File: config.mk
export PLATFORM = sky130hd
export DESIGN_NAME = hpdmc_ctlif_seq
export DESIGN_NICKNAME = d
export VERILOG_FILES = /design/src/rtl/hpdmc_pkg.sv /design/src/rtl/hpdmc_cmdfifo.sv /design/src/rtl/hpdmc_ctlif_seq.sv
export SDC_FILE = /design/constraint.sdc
export NUM_CORES = 1
export LEC_CHECK = 0
export ABC_CLOCK_PERIOD_IN_PS = 9650
export BUFFER_PORTS_ARGS = -buffer_cell sky130_fd_sc_hd__clkbuf_2
export CORE_MARGIN = 10
export CORE_UTILIZATION = 59
export DETAILED_ROUTE_END_ITERATION = 10
export PLACE_DENSITY = 0.88
export SETUP_SLACK_MARGIN = 0.3
export SYNTH_ARGS = -nofsm -noshare
export SYNTH_HDL_FRONTEND = slang
export SYNTH_HIERARCHICAL = 1
export SYNTH_SLANG_ARGS = --single-unit
export TNS_END_PERCENT = 100
File: constraint.sdc
create_clock -name sys_clk -period 9.65 [get_ports sys_clk]
set_input_delay 0.965 -clock sys_clk [delete_from_list [all_inputs] [get_ports sys_clk]]
set_output_delay 0.965 -clock sys_clk [all_outputs]
set_load 0.1 [all_outputs]
File: src/rtl/hpdmc_pkg.sv
// Shared constants for the HPDMC control interface: CSR register map,
// SDRAM command encodings, timing reset defaults and sequencer states.
package hpdmc_pkg;

    localparam logic [2:0] REG_CTRL   = 3'd0;
    localparam logic [2:0] REG_FIFO   = 3'd1;
    localparam logic [2:0] REG_TIM    = 3'd2;
    localparam logic [2:0] REG_IDELAY = 3'd3;
    localparam logic [2:0] REG_STAT   = 3'd4;

    // Commands as {ras,cas,we,cs}, asserted-high; pins carry the inverse.
    localparam logic [3:0] CMD_NOP         = 4'b0000;
    localparam logic [3:0] CMD_PRECHARGE   = 4'b1011;
    localparam logic [3:0] CMD_AUTOREFRESH = 4'b1101;
    localparam logic [3:0] CMD_LOADMODE    = 4'b1111;
    localparam logic [3:0] CMD_ACTIVATE    = 4'b1001;

    localparam logic [2:0]  TIM_RP_RST   = 3'd2;
    localparam logic [2:0]  TIM_RCD_RST  = 3'd2;
    localparam logic        TIM_CAS_RST  = 1'b0;
    localparam logic [10:0] TIM_REFI_RST = 11'd620;
    localparam logic [3:0]  TIM_RFC_RST  = 4'd6;
    localparam logic [1:0]  TIM_WR_RST   = 2'd2;

    typedef enum logic [1:0] {
        SEQ_IDLE  = 2'd0,
        SEQ_ISSUE = 2'd1,
        SEQ_WAIT  = 2'd2
    } seq_state_t;

endpackage

File: src/rtl/hpdmc_cmdfifo.sv
// Synchronous command FIFO with flush; a full push is dropped, the caller
// flags overflow. Head entry is presented combinationally on dout.
module hpdmc_cmdfifo #(
    parameter int width = 27,
    parameter int log2  = 3
) (
    input  logic             sys_clk,
    input  logic             sys_rst,
    input  logic             push,
    input  logic             pop,
    input  logic             flush,
    input  logic [width-1:0] din,
    output logic [width-1:0] dout,
    output logic             full,
    output logic             empty,
    output logic [log2:0]    level
);

    localparam int depth = 1 << log2;

    logic [width-1:0] mem [depth];
    logic [log2-1:0]  wp, rp;
    logic             do_push, do_pop;

    assign full    = (level == (log2+1)'(depth));
    assign empty   = (level == '0);
    assign do_push = push && !full && !flush;
    assign do_pop  = pop && !empty && !flush;
    assign dout    = mem[rp];

    always_ff @(posedge sys_clk) begin
        if (do_push)
            mem[wp] <= din;
    end

    always_ff @(posedge sys_clk) begin
        if (sys_rst || flush) begin
            wp    <= '0;
            rp    <= '0;
            level <= '0;
        end else begin
            if (do_push)
                wp <= wp + 1'b1;
            if (do_pop)
                rp <= rp + 1'b1;
            case ({do_push, do_pop})
                2'b10:   level <= level + 1'b1;
                2'b01:   level <= level - 1'b1;
                default: level <= level;
            endcase
        end
    end

endmodule

File: src/rtl/hpdmc_ctlif_seq.sv
// HPDMC control interface: CSR bank (bypass/reset/CKE, timing, IDELAY) and a
// FIFO-fed command sequencer that spaces SDRAM commands by a per-entry wait.
module hpdmc_ctlif_seq
    import hpdmc_pkg::*;
#(
    parameter logic [4:0] csr_addr  = 5'h00,
    parameter int         adr_width = 13,
    parameter int         ba_width  = 2,
    parameter int         fifo_log2 = 3,
    parameter int         tap_width = 6
) (
    input  logic                 sys_clk,
    input  logic                 sys_rst,
    input  logic [14:0]          csr_a,
    input  logic                 csr_we,
    input  logic [31:0]          csr_di,
    output logic [31:0]          csr_do,
    output logic                 bypass,
    output logic                 sdram_rst,
    output logic                 sdram_cke,
    output logic                 sdram_cs_n,
    output logic                 sdram_we_n,
    output logic                 sdram_cas_n,
    output logic                 sdram_ras_n,
    output logic [adr_width-1:0] sdram_adr,
    output logic [ba_width-1:0]  sdram_ba,
    output logic [2:0]           tim_rp,
    output logic [2:0]           tim_rcd,
    output logic                 tim_cas,
    output logic [10:0]          tim_refi,
    output logic [3:0]           tim_rfc,
    output logic [1:0]           tim_wr,
    output logic                 idelay_rst,
    output logic                 idelay_ce,
    output logic                 idelay_inc,
    output logic                 idelay_cal,
    output logic                 seq_busy
);

    localparam int cab_w = 4 + adr_width + ba_width;
    localparam int ent_w = cab_w + 8;

    logic       csr_sel, wr;
    logic [2:0] idx;
    logic       wr_ctrl, wr_fifo, wr_tim, wr_idly, wr_stat, flush;
    logic       csr_a_unused;

    assign csr_sel      = (csr_a[14:10] == csr_addr);
    assign idx          = csr_a[2:0];
    assign wr           = csr_sel && csr_we;
    assign wr_ctrl      = wr && (idx == REG_CTRL);
    assign wr_fifo      = wr && (idx == REG_FIFO);
    assign wr_tim       = wr && (idx == REG_TIM);
    assign wr_idly      = wr && (idx == REG_IDELAY);
    assign wr_stat      = wr && (idx == REG_STAT);
    assign flush        = wr_ctrl && csr_di[3];
    assign csr_a_unused = ^csr_a[9:3];

    logic [ent_w-1:0]   fifo_dout;
    logic               fifo_full, fifo_empty, fifo_pop;
    logic [fifo_log2:0] fifo_level;

    hpdmc_cmdfifo #(.width(ent_w), .log2(fifo_log2)) u_fifo (
        .sys_clk (sys_clk),
        .sys_rst (sys_rst),
        .push    (wr_fifo),
        .pop     (fifo_pop),
        .flush   (flush),
        .din     ({csr_di[31:24], csr_di[cab_w-1:0]}),
        .dout    (fifo_dout),
        .full    (fifo_full),
        .empty   (fifo_empty),
        .level   (fifo_level)
    );

    logic                 overflow;
    logic [tap_width-1:0] tap;

    always_ff @(posedge sys_clk) begin
        if (sys_rst) begin
            bypass     <= 1'b1;
            sdram_rst  <= 1'b1;
            sdram_cke  <= 1'b0;
            tim_rp     <= TIM_RP_RST;
            tim_rcd    <= TIM_RCD_RST;
            tim_cas    <= TIM_CAS_RST;
            tim_refi   <= TIM_REFI_RST;
            tim_rfc    <= TIM_RFC_RST;
            tim_wr     <= TIM_WR_RST;
            idelay_rst <= 1'b0;
            idelay_ce  <= 1'b0;
            idelay_inc <= 1'b0;
            idelay_cal <= 1'b0;
            tap        <= '0;
            overflow   <= 1'b0;
        end else begin
            idelay_rst <= 1'b0;
            idelay_ce  <= 1'b0;
            idelay_inc <= 1'b0;
            if (wr_ctrl) begin
                bypass    <= csr_di[0];
                sdram_rst <= csr_di[1];
                sdram_cke <= csr_di[2];
            end
            if (wr_tim) begin
                tim_rp   <= csr_di[2:0];
                tim_rcd  <= csr_di[5:3];
                tim_cas  <= csr_di[6];
                tim_refi <= csr_di[17:7];
                tim_rfc  <= csr_di[21:18];
                tim_wr   <= csr_di[23:22];
            end
            if (wr_idly) begin
                idelay_rst <= csr_di[0];
                idelay_ce  <= csr_di[1];
                idelay_inc <= csr_di[2];
                idelay_cal <= csr_di[3];
                if (csr_di[0])
                    tap <= '0;
                else if (csr_di[1])
                    tap <= csr_di[2] ? tap + 1'b1 : tap - 1'b1;
            end
            if (wr_stat && csr_di[0])
                overflow <= 1'b0;
            // Placed last so a dropped push beats a same-cycle clear.
            if (wr_fifo && fifo_full)
                overflow <= 1'b1;
        end
    end

    logic [31:0] rd_data;

    always_comb begin
        rd_data = 32'd0;
        case (idx)
            REG_CTRL:   rd_data = {29'd0, sdram_cke, sdram_rst, bypass};
            REG_FIFO:   rd_data = {16'(fifo_level), 13'd0, overflow, fifo_full, fifo_empty};
            REG_TIM:    rd_data = {8'd0, tim_wr, tim_rfc, tim_refi, tim_cas, tim_rcd, tim_rp};
            REG_IDELAY: rd_data = 32'({idelay_cal, tap});
            REG_STAT:   rd_data = {31'd0, overflow};
            default:    rd_data = 32'd0;
        endcase
    end

    always_ff @(posedge sys_clk) begin
        if (sys_rst)
            csr_do <= 32'd0;
        else
            csr_do <= csr_sel ? rd_data : 32'd0;
    end

    seq_state_t state, state_nx;
    logic [3:0] cur_cmd;
    logic [7:0] wait_cnt;

    always_ff @(posedge sys_clk) begin
        if (sys_rst)
            state <= SEQ_IDLE;
        else
            state <= state_nx;
    end

    always_comb begin
        state_nx = state;
        case (state)
            SEQ_IDLE:  if (fifo_pop) state_nx = SEQ_ISSUE;
            SEQ_ISSUE: state_nx = (wait_cnt == 8'd0) ? SEQ_IDLE : SEQ_WAIT;
            SEQ_WAIT:  if (wait_cnt == 8'd1) state_nx = SEQ_IDLE;
            default:   state_nx = SEQ_IDLE;
        endcase
        if (flush)
            state_nx = SEQ_IDLE;
    end

    always_comb begin
        fifo_pop = (state == SEQ_IDLE) && !fifo_empty && bypass && !flush;
        {sdram_ras_n, sdram_cas_n, sdram_we_n, sdram_cs_n} =
            (state == SEQ_ISSUE) ? ~cur_cmd : 4'hF;
        seq_busy = (state != SEQ_IDLE) || !fifo_empty;
    end

    // Head entry is captured on the pop edge so adr/ba are valid during ISSUE
    // and stay put until the next command.
    always_ff @(posedge sys_clk) begin
        if (sys_rst) begin
            cur_cmd   <= '0;
            sdram_adr <= '0;
            sdram_ba  <= '0;
            wait_cnt  <= '0;
        end else if (fifo_pop) begin
            cur_cmd   <= fifo_dout[3:0];
            sdram_adr <= fifo_dout[4 +: adr_width];
            sdram_ba  <= fifo_dout[4+adr_width +: ba_width];
            wait_cnt  <= fifo_dout[ent_w-1 -: 8];
        end else if (state == SEQ_WAIT) begin
            wait_cnt  <= wait_cnt - 8'd1;
        end
    end

endmodule

# Word level (Yosys, flattened, before mapping)
# Memory sizes are Yosys's and may differ from the RTL's. A register that Yosys moved wholly into a read port is not among the register bits.
# Index checks and enable logic that the tools add are counted.
[classes]
add_sub_neg = 7
eq_ne = 12
muxes = 18
bitwise = 3
reduce_logical = 36
[op_table]
columns = ["operator", "count"]
rows = [
  ["case mux 24 bit (5 select lines)", 1],
  ["2-to-1 mux 6 bit", 3],
  ["logical AND 1 bit", 16],
  ["2-to-1 mux 8 bit", 2],
  ["nonzero test 2 bit", 5],
  ["equality test 8 x 1 -> 1 bit (second input constant)", 1],
  ["zero test 8 bit", 1],
  ["case mux 4 bit (2 select lines)", 1],
  ["subtractor 8 x 1 -> 8 bit (second input constant)", 1],
  ["adder 3 x 1 -> 3 bit (second input constant)", 2],
  ["adder 6 x 1 -> 6 bit (second input constant)", 1],
  ["equality test 3 x 2 -> 1 bit (second input constant)", 2],
  ["2-to-1 mux 2 bit", 3],
  ["2-to-1 mux 3 bit", 2],
  ["case mux 2 bit (3 select lines)", 1],
  ["OR reduction 2 bit", 3],
  ["subtractor 6 x 1 -> 6 bit (second input constant)", 1],
  ["zero test 5 bit", 1],
  ["adder 4 x 1 -> 4 bit (second input constant)", 1],
  ["equality test 2 x 1 -> 1 bit (second input constant)", 2],
  ["equality test 2 bit (second input constant)", 2],
  ["equality test 4 bit (second input constant)", 1],
  ["zero test 4 bit", 1],
  ["2-to-1 mux 1 bit", 4],
  ["other kinds (13)", 18],
]
[word_totals]
n_memories = 1
reg_bits = 109
wordCells = 101
output_inout_bits = 83
ram_bits = 216
input_bits = 50
[mem_list]
columns = ["name", "depth", "word_bits", "rd", "rd_ports_with_merged_regs", "write_ports", "line_no", "text"]
rows = [
  ["u_fifo.mem", 8, 27, 1, 1, 1, "hpdmc_cmdfifo.sv:21", "logic [width-1:0] mem [depth];"],
]

# Longest topological paths before layout
# Gate-level depths: netlist (run 1).
[depth]
depth_word = 10
depth_mapped = 15
ltp_nobuf = 13

# Cells and area by module
# Netlist (run 1), hierarchy kept.
[modules_own_cells]
columns = ["module", "area_per_inst_um2", "cells_per_inst", "n_inst", "seq_area_each_um2"]
rows = [
  ["hpdmc_cmdfifo", 9017.4, 390, 1, 6746.5],
  ["hpdmc_ctlif_seq", 3791.1, 429, 1, 1821.7],
]

# Worst setup path after synthesis (run 1)
# OpenSTA, ideal clock, no wires.
[synth_path]
kind = "input to register"
start = "input port csr_a[11]"
end = "memory u_fifo.mem[0][0], enable pin"
required_ps = 9205
arrival_time_ps = 4266
cell_stages = 6
setup_ps = 445
setup_slack_ps = 4939
n_path_buf = 0
path_cell_list = "nor4_4 nand3b_4 nor3b_1 nand2_1 or3_4 nor3_1"
[synth_via]
word_cells_on_any_way = 10
classes_between = "2 x mux; 8 x reduce/logical"
[synth_lines]
columns = ["element", "line_no", "text"]
rows = [
  ["start: declaration", "hpdmc_ctlif_seq.sv:14", "input logic [14:0] csr_a,"],
  ["zero test 5 bit", "hpdmc_ctlif_seq.sv:48", "assign csr_sel = (csr_a[14:10] == csr_addr);"],
  ["logical AND 1 bit", "hpdmc_ctlif_seq.sv:50", "assign wr = csr_sel && csr_we;"],
  ["logical AND 1 bit", "hpdmc_ctlif_seq.sv:52", "assign wr_fifo = wr && (idx == REG_FIFO);"],
  ["via wr_fifo", "hpdmc_ctlif_seq.sv:45", "logic wr_ctrl, wr_fifo, wr_tim, wr_idly, wr_stat, flush;"],
  ["logical AND 1 bit (2 in series)", "hpdmc_cmdfifo.sv:27", "assign do_push = push && !full && !flush;"],
  ["2-to-1 mux 1 bit", "hpdmc_cmdfifo.sv:32", "if (do_push)"],
  ["2-to-1 mux 1 bit (implied by the code)", "hpdmc_cmdfifo.sv:33", "mem[wp] <= din;"],
  ["end: declaration", "hpdmc_cmdfifo.sv:21", ""],
]
# The timed path passes the listed nets, and every way through them passes these cells.

# Final worst setup path (run 1)
[layout_path]
start = "register u_fifo.level[1]"
end = "register u_fifo.level[2]"
[layout_via]
elab_chain_cells = 9
word_cells_on_any_way = 17
classes_between = "2 x add/sub; 3 x eq/ne; 1 x mux; 11 x reduce/logical"
[layout_lines]
columns = ["element", "line_no", "text"]
rows = [
  ["start: declaration", "hpdmc_cmdfifo.sv:16", "output logic [log2:0] level"],
  ["start signal: assignment", "hpdmc_cmdfifo.sv:47", "2'b10: level <= level + 1'b1;"],
  ["start signal: assignment", "hpdmc_cmdfifo.sv:48", "2'b01: level <= level - 1'b1;"],
  ["start signal: assignment", "hpdmc_cmdfifo.sv:49", "default: level <= level;"],
  ["zero test 4 bit *", "hpdmc_cmdfifo.sv:26", "assign empty = (level == '0);"],
  ["via fifo_empty", "hpdmc_ctlif_seq.sv:60", "logic fifo_full, fifo_empty, fifo_pop;"],
  ["zero test 1 bit *", "hpdmc_cmdfifo.sv:28, hpdmc_ctlif_seq.sv:176", ""],
  ["logical AND 1 bit (3 in series)", "hpdmc_ctlif_seq.sv:176", "fifo_pop = (state == SEQ_IDLE) && !fifo_empty && bypass && !flush;"],
  ["logical AND 1 bit * (2 in series)", "hpdmc_cmdfifo.sv:28", "assign do_pop = pop && !empty && !flush;"],
  ["via u_fifo.do_pop", "hpdmc_cmdfifo.sv:23", "logic do_push, do_pop;"],
  ["equality test 2 x 1 -> 1 bit / equality test 2 bit (equally long branches)", "hpdmc_cmdfifo.sv:46", "case ({do_push, do_pop})"],
  ["case mux 4 bit (2 select lines) / nonzero test 2 bit (equally long branches)", "--", ""],
]
# The timed path passes the listed nets; every way through them passes the cells marked *.
# A chain may end at the register's enable or synchronous reset.

==> qor.csv, run 1 <==
metric;value;unit
status;complete, no violations;
ratio of cells with drive above 1 in the final layout;23.9;%
vias in the first global route;7735;
wire per inst;23.2;µm
ys async rst share;0;%
CP max-delay cell;dfxtp_1;
largest net degree at the start of global routing;71;
PwrDens;187;nW/µm²
Req. time, crit path;10.13;ns
first-pass GRT wire length;45000;µm
Final Util;69.1;%
fmax;275;MHz
r2r worst-path depth;13;
pin slew with the least headroom to its limit;1.05;ns
number of synthesized flops with an enable pin;216;
fin crit period;3.63;ns
count of warnings emitted by yosys;6;
number of fill cells in the layout;1323;
Residual DRC;0;
die area;28000;µm²
Worst-path clk slew;0.06;ns
initial antenna violation count;1;
Post-Synthesis Cells;819;
final instance area;14700;µm²
hold worst-path end;cur_cmd[1];
leak pwr;0.00520;µW
Post-Layout Cell Count;1242;
sequential share of the synthesized area;66.9;%
post-synth cell types;63;
reg-to-reg slack, setup;6.02;ns
Placeable Area;21200;µm²
hold buffer count at CTS;0;
# rows;53;
Hold Path Cell Cnt;2;
setup TNS;0;ns
Post-Syn Area;12800;µm²
Main synth FF type;edfxtp_1;
Layout Skew;0.0192;ns
Worst-Skew Late Latency;0.56;ns
CTS max path bufs;3;
Hold Vio Cnt, Final;0;
critical-path cell list;nor4_1, or4b_1, o21bai_2, inv_2, o41ai_4, nor2_1, ha_1, xor2_1, ha_1, a21oi_1, xor2_1, or3_1, a21oi_1;
TritonCTS clock tree;built;
Syn-to-layout area delta;14.4;%
CTS sink cnt;320;
Startpoint Class;register;
unrepaired setup endpoints after global routing;false;
drt pass-1 iters;5;
R2R Path End;u_fifo/level[2];
hpwl dp;17000;µm
r2r startpoint;u_fifo/level[1];
PortBufs;117;
Worst Setup SP;u_fifo/level[1];
Slew Limit Headroom;29.9;%
Seq cells post-synth;320;
placed insts;1183;
Hold Startpoint;cur_cmd[1];
Initial Utilization;60.4;%
die height;167;µm
placed cell area;13600;µm²
Resize count post-CTS;0;
Final setup viols;0;
fin crit share;37.6;%
CP arrival;4.12;ns
Crit. End Element;register;
VDD IR-drop max;0.129;mV
Syn Area/Cell;15.6;µm²
CP max stage delay;0.58;ns
Hold Path Class;register to register;
H-tree depth;1;
Via density;6.10;
Layout Nets;1004;
drt first-iter violations;733;
GPL Wtd Cong;0.863;
max cap viols;0;
critical path class;register to register;
Global Route Usage Sum;20.1;%
drt total wl;28800;µm
clock root buffer;clkbuf_16;
num ports;133;
crit-path max FO;22;
routed via count;7572;
DRT antenna net count;0;
Post-CTS Setup Bufs;0;
total grt overflow;0;
DIE WIDTH;167;µm
Inserted Clock Buffers;31;
Slew Limit Fails;0;
## per-layer routing
metal  vias up  global-route usage, %  part of all wire, %
met1      3761                   24.8                   37
met4         0                   6.25                  2.7
met5         -                      0                    0
met2       373                   34.9                   51
li1       3372                      -                    -
met3        66                   4.00                  8.4
## flip-flops by register name, indices dropped and copies added (netlist names), 4 cells and up, named ones only
| register | flops |
|---|---|
| tim_rfc | 4 |
| cur_cmd | 4 |
| tim_refi | 11 |
| tap | 6 |
| csr_do | 24 |
| u_fifo/mem | 216 |
| sdram_adr | 13 |
| wait_cnt | 8 |
| u_fifo/level | 4 |
## cells by family (layout without fill, tap and decap cells)
logic type / Yosys count / in the layout / synth area share (%)
compound gates: 83 / 83 / 4.13
xor+xnor: 14 / 14 / 0.957
fa+ha+maj: 13 / 13 / 1.33
buf+inv: 63 / 203 / 2.65
flops: 320 / 320 / 66.9
mux: 94 / 94 / 14.8
other cells: 1 / 9 / 0.0293
simple gates: 231 / 231 / 9.25
## worst max path at each step
stage                       endpoint  slack [ns]  cells after the start
finish               u_fifo/level[2]        6.02                     13
global route         u_fifo/level[2]        5.74                     13
CTS                  u_fifo/level[2]        6.02                     13
detailed placement   u_fifo/level[2]        5.51                     12
floorplan           u_fifo/mem[0][0]        4.94                      6
global placement     u_fifo/level[2]        5.60                     12
## worst max-delay path: cells and delay by family (launching register included)
kind / cells / cell delay [ns]
AND/OR/NAND/NOR: 4 / 1.17
AO/OA/AOI/OAI: 4 / 0.62
flip-flops: 1 / 0.58
adder cells (fa/ha/maj): 2 / 0.44
buffers and inverters: 1 / 0.42
XOR/XNOR: 2 / 0.34
## power by group
part / internal, µW / leakage [µW] / total, µW / switching [µW]
clock network: 729 / 0.000512 / 1220 / 491
logic: 13.3 / 0.00191 / 60.7 / 47.3
registers: 1460 / 0.00278 / 1460 / 0.459
## cells in the mapped netlist, types with 8 or more instances
cell type,n,area (µm²)
a21oi_1,45,225
nor2_1,43,161
nand2b_1,10,62.6
dfxtp_1,104,2080
edfxtp_1,216,6490
mux2i_1,10,100
o21ai_0,8,40.0
nand3b_1,14,105
nor3_1,12,60.1
mux4_1,54,1420
ha_1,12,150
nand2_1,98,368
buf_2,11,55.1
a22oi_1,8,60.1
inv_1,13,48.8
mux2_2,27,304
buf_4,9,67.6
clkbuf_1,15,56.3
xor2_1,8,70.1
and2_1,14,87.6
## final cells by class
| type | count | area, µm² | area share (%) |
|---|---|---|---|
| antenna | 1 | 2.50 | 0.0171 |
| clock buffer | 36 | 805 | 5.49 |
| clock inverter | 22 | 236 | 1.61 |
| inverter | 14 | 52.6 | 0.359 |
| multi-input combinational | 443 | 3950 | 27.0 |
| sequential | 320 | 8570 | 58.5 |
| tap | 275 | 344 | 2.35 |
| timing repair buffer | 131 | 691 | 4.71 |
## cell usage in the layout (no fill, tap or decap), drive strengths merged, types with 5 or more instances in the layout
cell type  instances
a211oi             7
a21oi             45
a22oi              8
and2              14
buf               14
bufinv             5
clkbuf           153
clkinv            14
conb               8
dfxtp            104
edfxtp           216
ha                12
inv               16
mux2              27
mux2i             10
mux4              57
nand2             98
nand2b            10
nand3              7
nand3b            15
nor2              43
nor2b              6
nor3              12
nor4               5
o21ai              8
or3                5
xnor2              6
xor2               8
## through the flow
step	hold WS, ns	total power, µW	worst slack (ns)
6_report	0.461	2740	6.02
5_1_grt	0.484	2820	5.74
4_1_cts	0.462	2760	6.02
3_5_place_dp	0.452	1550	5.51
3_3_place_gp	0.444	1550	5.60
2_1_floorplan	0.437	1530	4.94
(Power assumes the default switching activity.)
==> run 2: changes to the inputs <==
--- a/config.mk
+++ b/config.mk
@@ -5,12 +5,12 @@
 export SDC_FILE = /design/constraint.sdc
 export NUM_CORES = 1
 export LEC_CHECK = 0
-export ABC_CLOCK_PERIOD_IN_PS = 9650
+export ABC_CLOCK_PERIOD_IN_PS = 3200
 export BUFFER_PORTS_ARGS = -buffer_cell sky130_fd_sc_hd__clkbuf_2
 export CORE_MARGIN = 10
-export CORE_UTILIZATION = 59
+export CORE_UTILIZATION = 53
 export DETAILED_ROUTE_END_ITERATION = 10
-export PLACE_DENSITY = 0.88
+export PLACE_DENSITY = 0.84
 export SETUP_SLACK_MARGIN = 0.3
 export SYNTH_ARGS = -nofsm -noshare
 export SYNTH_HDL_FRONTEND = slang
==> constraint.sdc (replaced) <==
create_clock -name sys_clk -period 3.2 [get_ports sys_clk]
set_input_delay 0.32 -clock sys_clk [delete_from_list [all_inputs] [get_ports sys_clk]]
set_output_delay 0.32 -clock sys_clk [all_outputs]
set_load 0.1 [all_outputs]
==> run 2 against run 1 <==
  * Total power grew to 3.1 times the previous value
  * Flip-flop and latch count unchanged
  * Sequential share of layout area decreased by 1.7 points
  * Setup slack got worse by 5.6 ns
  * Clock-buffer cell count increased by 1
  * Clock skew down 0.0070 ns
  * Critical path depth stayed put
  * Non-clock buffer count grew 29
  * Die area grew 9.9%
  * Combinational power grew to 3.2 times the previous value
  * Routed wire length is 3.7% higher
  * Sequential power grew to 3.0 times the previous value
  * Critical path type unchanged
  * Highest routed layer is now met5
==> qor.csv, run 2 (synthesis results as in run 1) <==
metric;value;unit;change
status;complete, no violations;;
drt total wl;29900;µm;+3.7%
CP arrival;3.28;ns;-0.84 ns
Layout Skew;0.0122;ns;-0.00702 ns
# diodes;0;;-1
num ports;133;;unchanged
commonest cells after routing, fill and taps aside;216 x edfxtp_1, 117 x clkbuf_2, 98 x nand2_1, 98 x dfxtp_1, 54 x mux4_1;;
top flop regs;u_fifo/mem: 216 flops, csr_do: 24 flops, sdram_adr: 13 flops;;
Global Route Usage Sum;18.8;%;-1.3 points
total grt overflow;0;;unchanged
Placeable Area;23600;µm²;+11%
critical-path cell list;nor4_1, or4b_1, o21bai_4, inv_2, o41ai_4, nor2_2, ha_2, xor2_2, ha_2, a21oi_1, xor2_1, or3_1, a21oi_2;;
fin crit period;2.81;ns;-0.826 ns
crit-path max FO;4;;-82%
most common cell after layout, fill and taps aside;edfxtp_1;;
Final Util;64.0;%;-5.0 points
initial antenna violation count;1;;unchanged
first-pass GRT wire length;45500;µm;+1.2%
delay-heaviest family, CP;simple AND/OR/NAND/NOR gates;;
routed via count;7640;;+0.90%
critical path class;register to register;;
PortBufs;117;;unchanged
Residual DRC;0;;unchanged
die height;175;µm;+4.8%
Syn-to-layout area delta;18.1;%;
clock root buffer;clkbuf_16;;
worst path bufs/invs;1;;unchanged
PwrDens;562;nW/µm²;+200%
max cap viols;0;;unchanged
critical path's most frequent cell;ha_2;;
Slew Limit Fails;0;;unchanged
setup TNS;0;ns;unchanged
H-tree depth;1;;unchanged
Worst-Skew Late Latency;0.56;ns;about the same
VDD IR-drop max;0.470;mV;+260%
Startpoint Class;register;;
pin slew with the least headroom to its limit;0.693;ns;-0.358 ns
Place WS;0.162;ns;-5.35 ns
Via density;5.81;;-4.6%
Layout Nets;1033;;+2.9%
unrepaired setup endpoints after global routing;false;;
hpwl dp;18400;µm;+7.9%
DRT antenna net count;0;;unchanged
CTS sink cnt;320;;unchanged
ratio of cells with drive above 1 in the final layout;26.6;%;+2.7 points
Slew Limit Headroom;53.7;%;+24 points
TritonCTS clock tree;built;;
drt first-iter violations;754;;+2.9%
die area;30800;µm²;+9.9%
Hold Vio Cnt, Final;0;;unchanged
CP max stage delay;0.50;ns;-0.08 ns
Worst-path clk slew;0.06;ns;about the same
CTS max path bufs;3;;unchanged
wire per inst;22.7;µm;-2.0%
DIE WIDTH;175;µm;+4.8%
fmax;356;MHz;+29%
Initial Utilization;54.2;%;-6.1 points
max reg flops;216;;unchanged
Biggest register;u_fifo/mem;;
GPL Wtd Cong;0.859;;-0.42%
Req. time, crit path;3.67;ns;-6.46 ns
fin crit share;87.7;%;+50 points
Crit. End Element;register;;
final worst setup slack;0.394;ns;-5.62 ns
CP max-delay cell;or4b_1;;
vias in the first global route;7938;;+2.6%
Final setup viols;0;;unchanged
leak pwr;0.00537;µW;+3.2%
placed insts;1247;;+5.4%
# rows;56;;+5.7%
drt pass-1 iters;6;;+1
largest net degree at the start of global routing;52;;-27%
Post-Layout Cell Count;1314;;+5.8%
Inserted Clock Buffers;31;;unchanged
Hold Path Class;input port to register;;
==> run 2: cell count changes in the layout (fill, tap and decap cells not counted), moves of 2 or more <==
cell,previous run,this run
dfxtp_4,0,2
dlygate4sd3_1,0,5
ha_2,0,2
ha_1,12,10
nor3_2,2,0
nor3_4,0,2
buf_12,0,6
dfxtp_1,102,98
clkinv_2,7,4
bufinv_16,5,7
dfxtp_2,2,4
buf_4,14,32
==> run 2: layer usage <==
metal	global-route usage (%)	wire, µm	vias to the layer above
met2	33.6	15400	345
met5	0	18	-
met4	5.48	752	2
met3	3.86	2390	61
li1	-	-	3425
met1	22.5	11300	3807
==> run 2: worst paths after layout <==
check	from	end	slack (ns)	cells after the start
setup reg to reg	u_fifo/level[2]	u_fifo/level[2]	0.39	13
hold reg to reg	sdram_adr[9]	sdram_adr[9]	0.46	2
setup / recovery	u_fifo/level[2]	u_fifo/level[2]	0.39	13
hold / removal	csr_di[30]	u_fifo/mem[1][25]	0.04	1
==> run 2: power breakdown <==
| group | total (µW) | internal (µW) | switching, µW |
|---|---|---|---|
| logic | 196 | 48.8 | 147 |
| registers | 4410 | 4400 | 1.29 |
| clock network | 3900 | 2380 | 1520 |
==> run 2: what timing repair did <==
| action | 4_1_cts | 5_1_grt |
|---|---|---|
| hold buffers | 5 | 0 |
| resized for setup | 2 | 5 |
| pin swaps | 1 | 2 |
| buffers inserted | 1 | 3 |
| hold endpoints to repair | 5 | 0 |
| setup endpoints to repair | 1 | 2 |
| gates cloned | 0 | 0 |
==> run 2: layout make-up <==
class / count / area (µm²)
Sequential cell: 320 / 8580
Tap cell: 319 / 399
Multi-Input combinational cell: 443 / 4000
Clock inverter: 21 / 280
Fill cell: 1611 / 8490
Timing Repair Buffer: 160 / 996
Clock buffer: 37 / 818
Inverter: 14 / 52.6
==> run 2: metrics by stage <==
step	power, µW	cell area [µm²]	hold WS [ns]
2_1_floorplan	4610	12900	0.410
3_3_place_gp	4680	13900	0.443
3_5_place_dp	4680	13900	0.446
4_1_cts	8550	15100	0.0384
5_1_grt	8730	15100	0.0444
6_report	8500	15100	0.0436
==> run 2: worst register-to-register path: cells and delay by family (launching register included) <==
| family | cells | cell delay [ns] |
|---|---|---|
| AOI/OAI and AO/OA | 4 | 0.51 |
| xor gates and xnor gates | 2 | 0.30 |
| adders and majority gates | 2 | 0.41 |
| buffers and inverters | 1 | 0.07 |
| DFF | 1 | 0.36 |
| and+or+nand+nor | 4 | 1.08 |
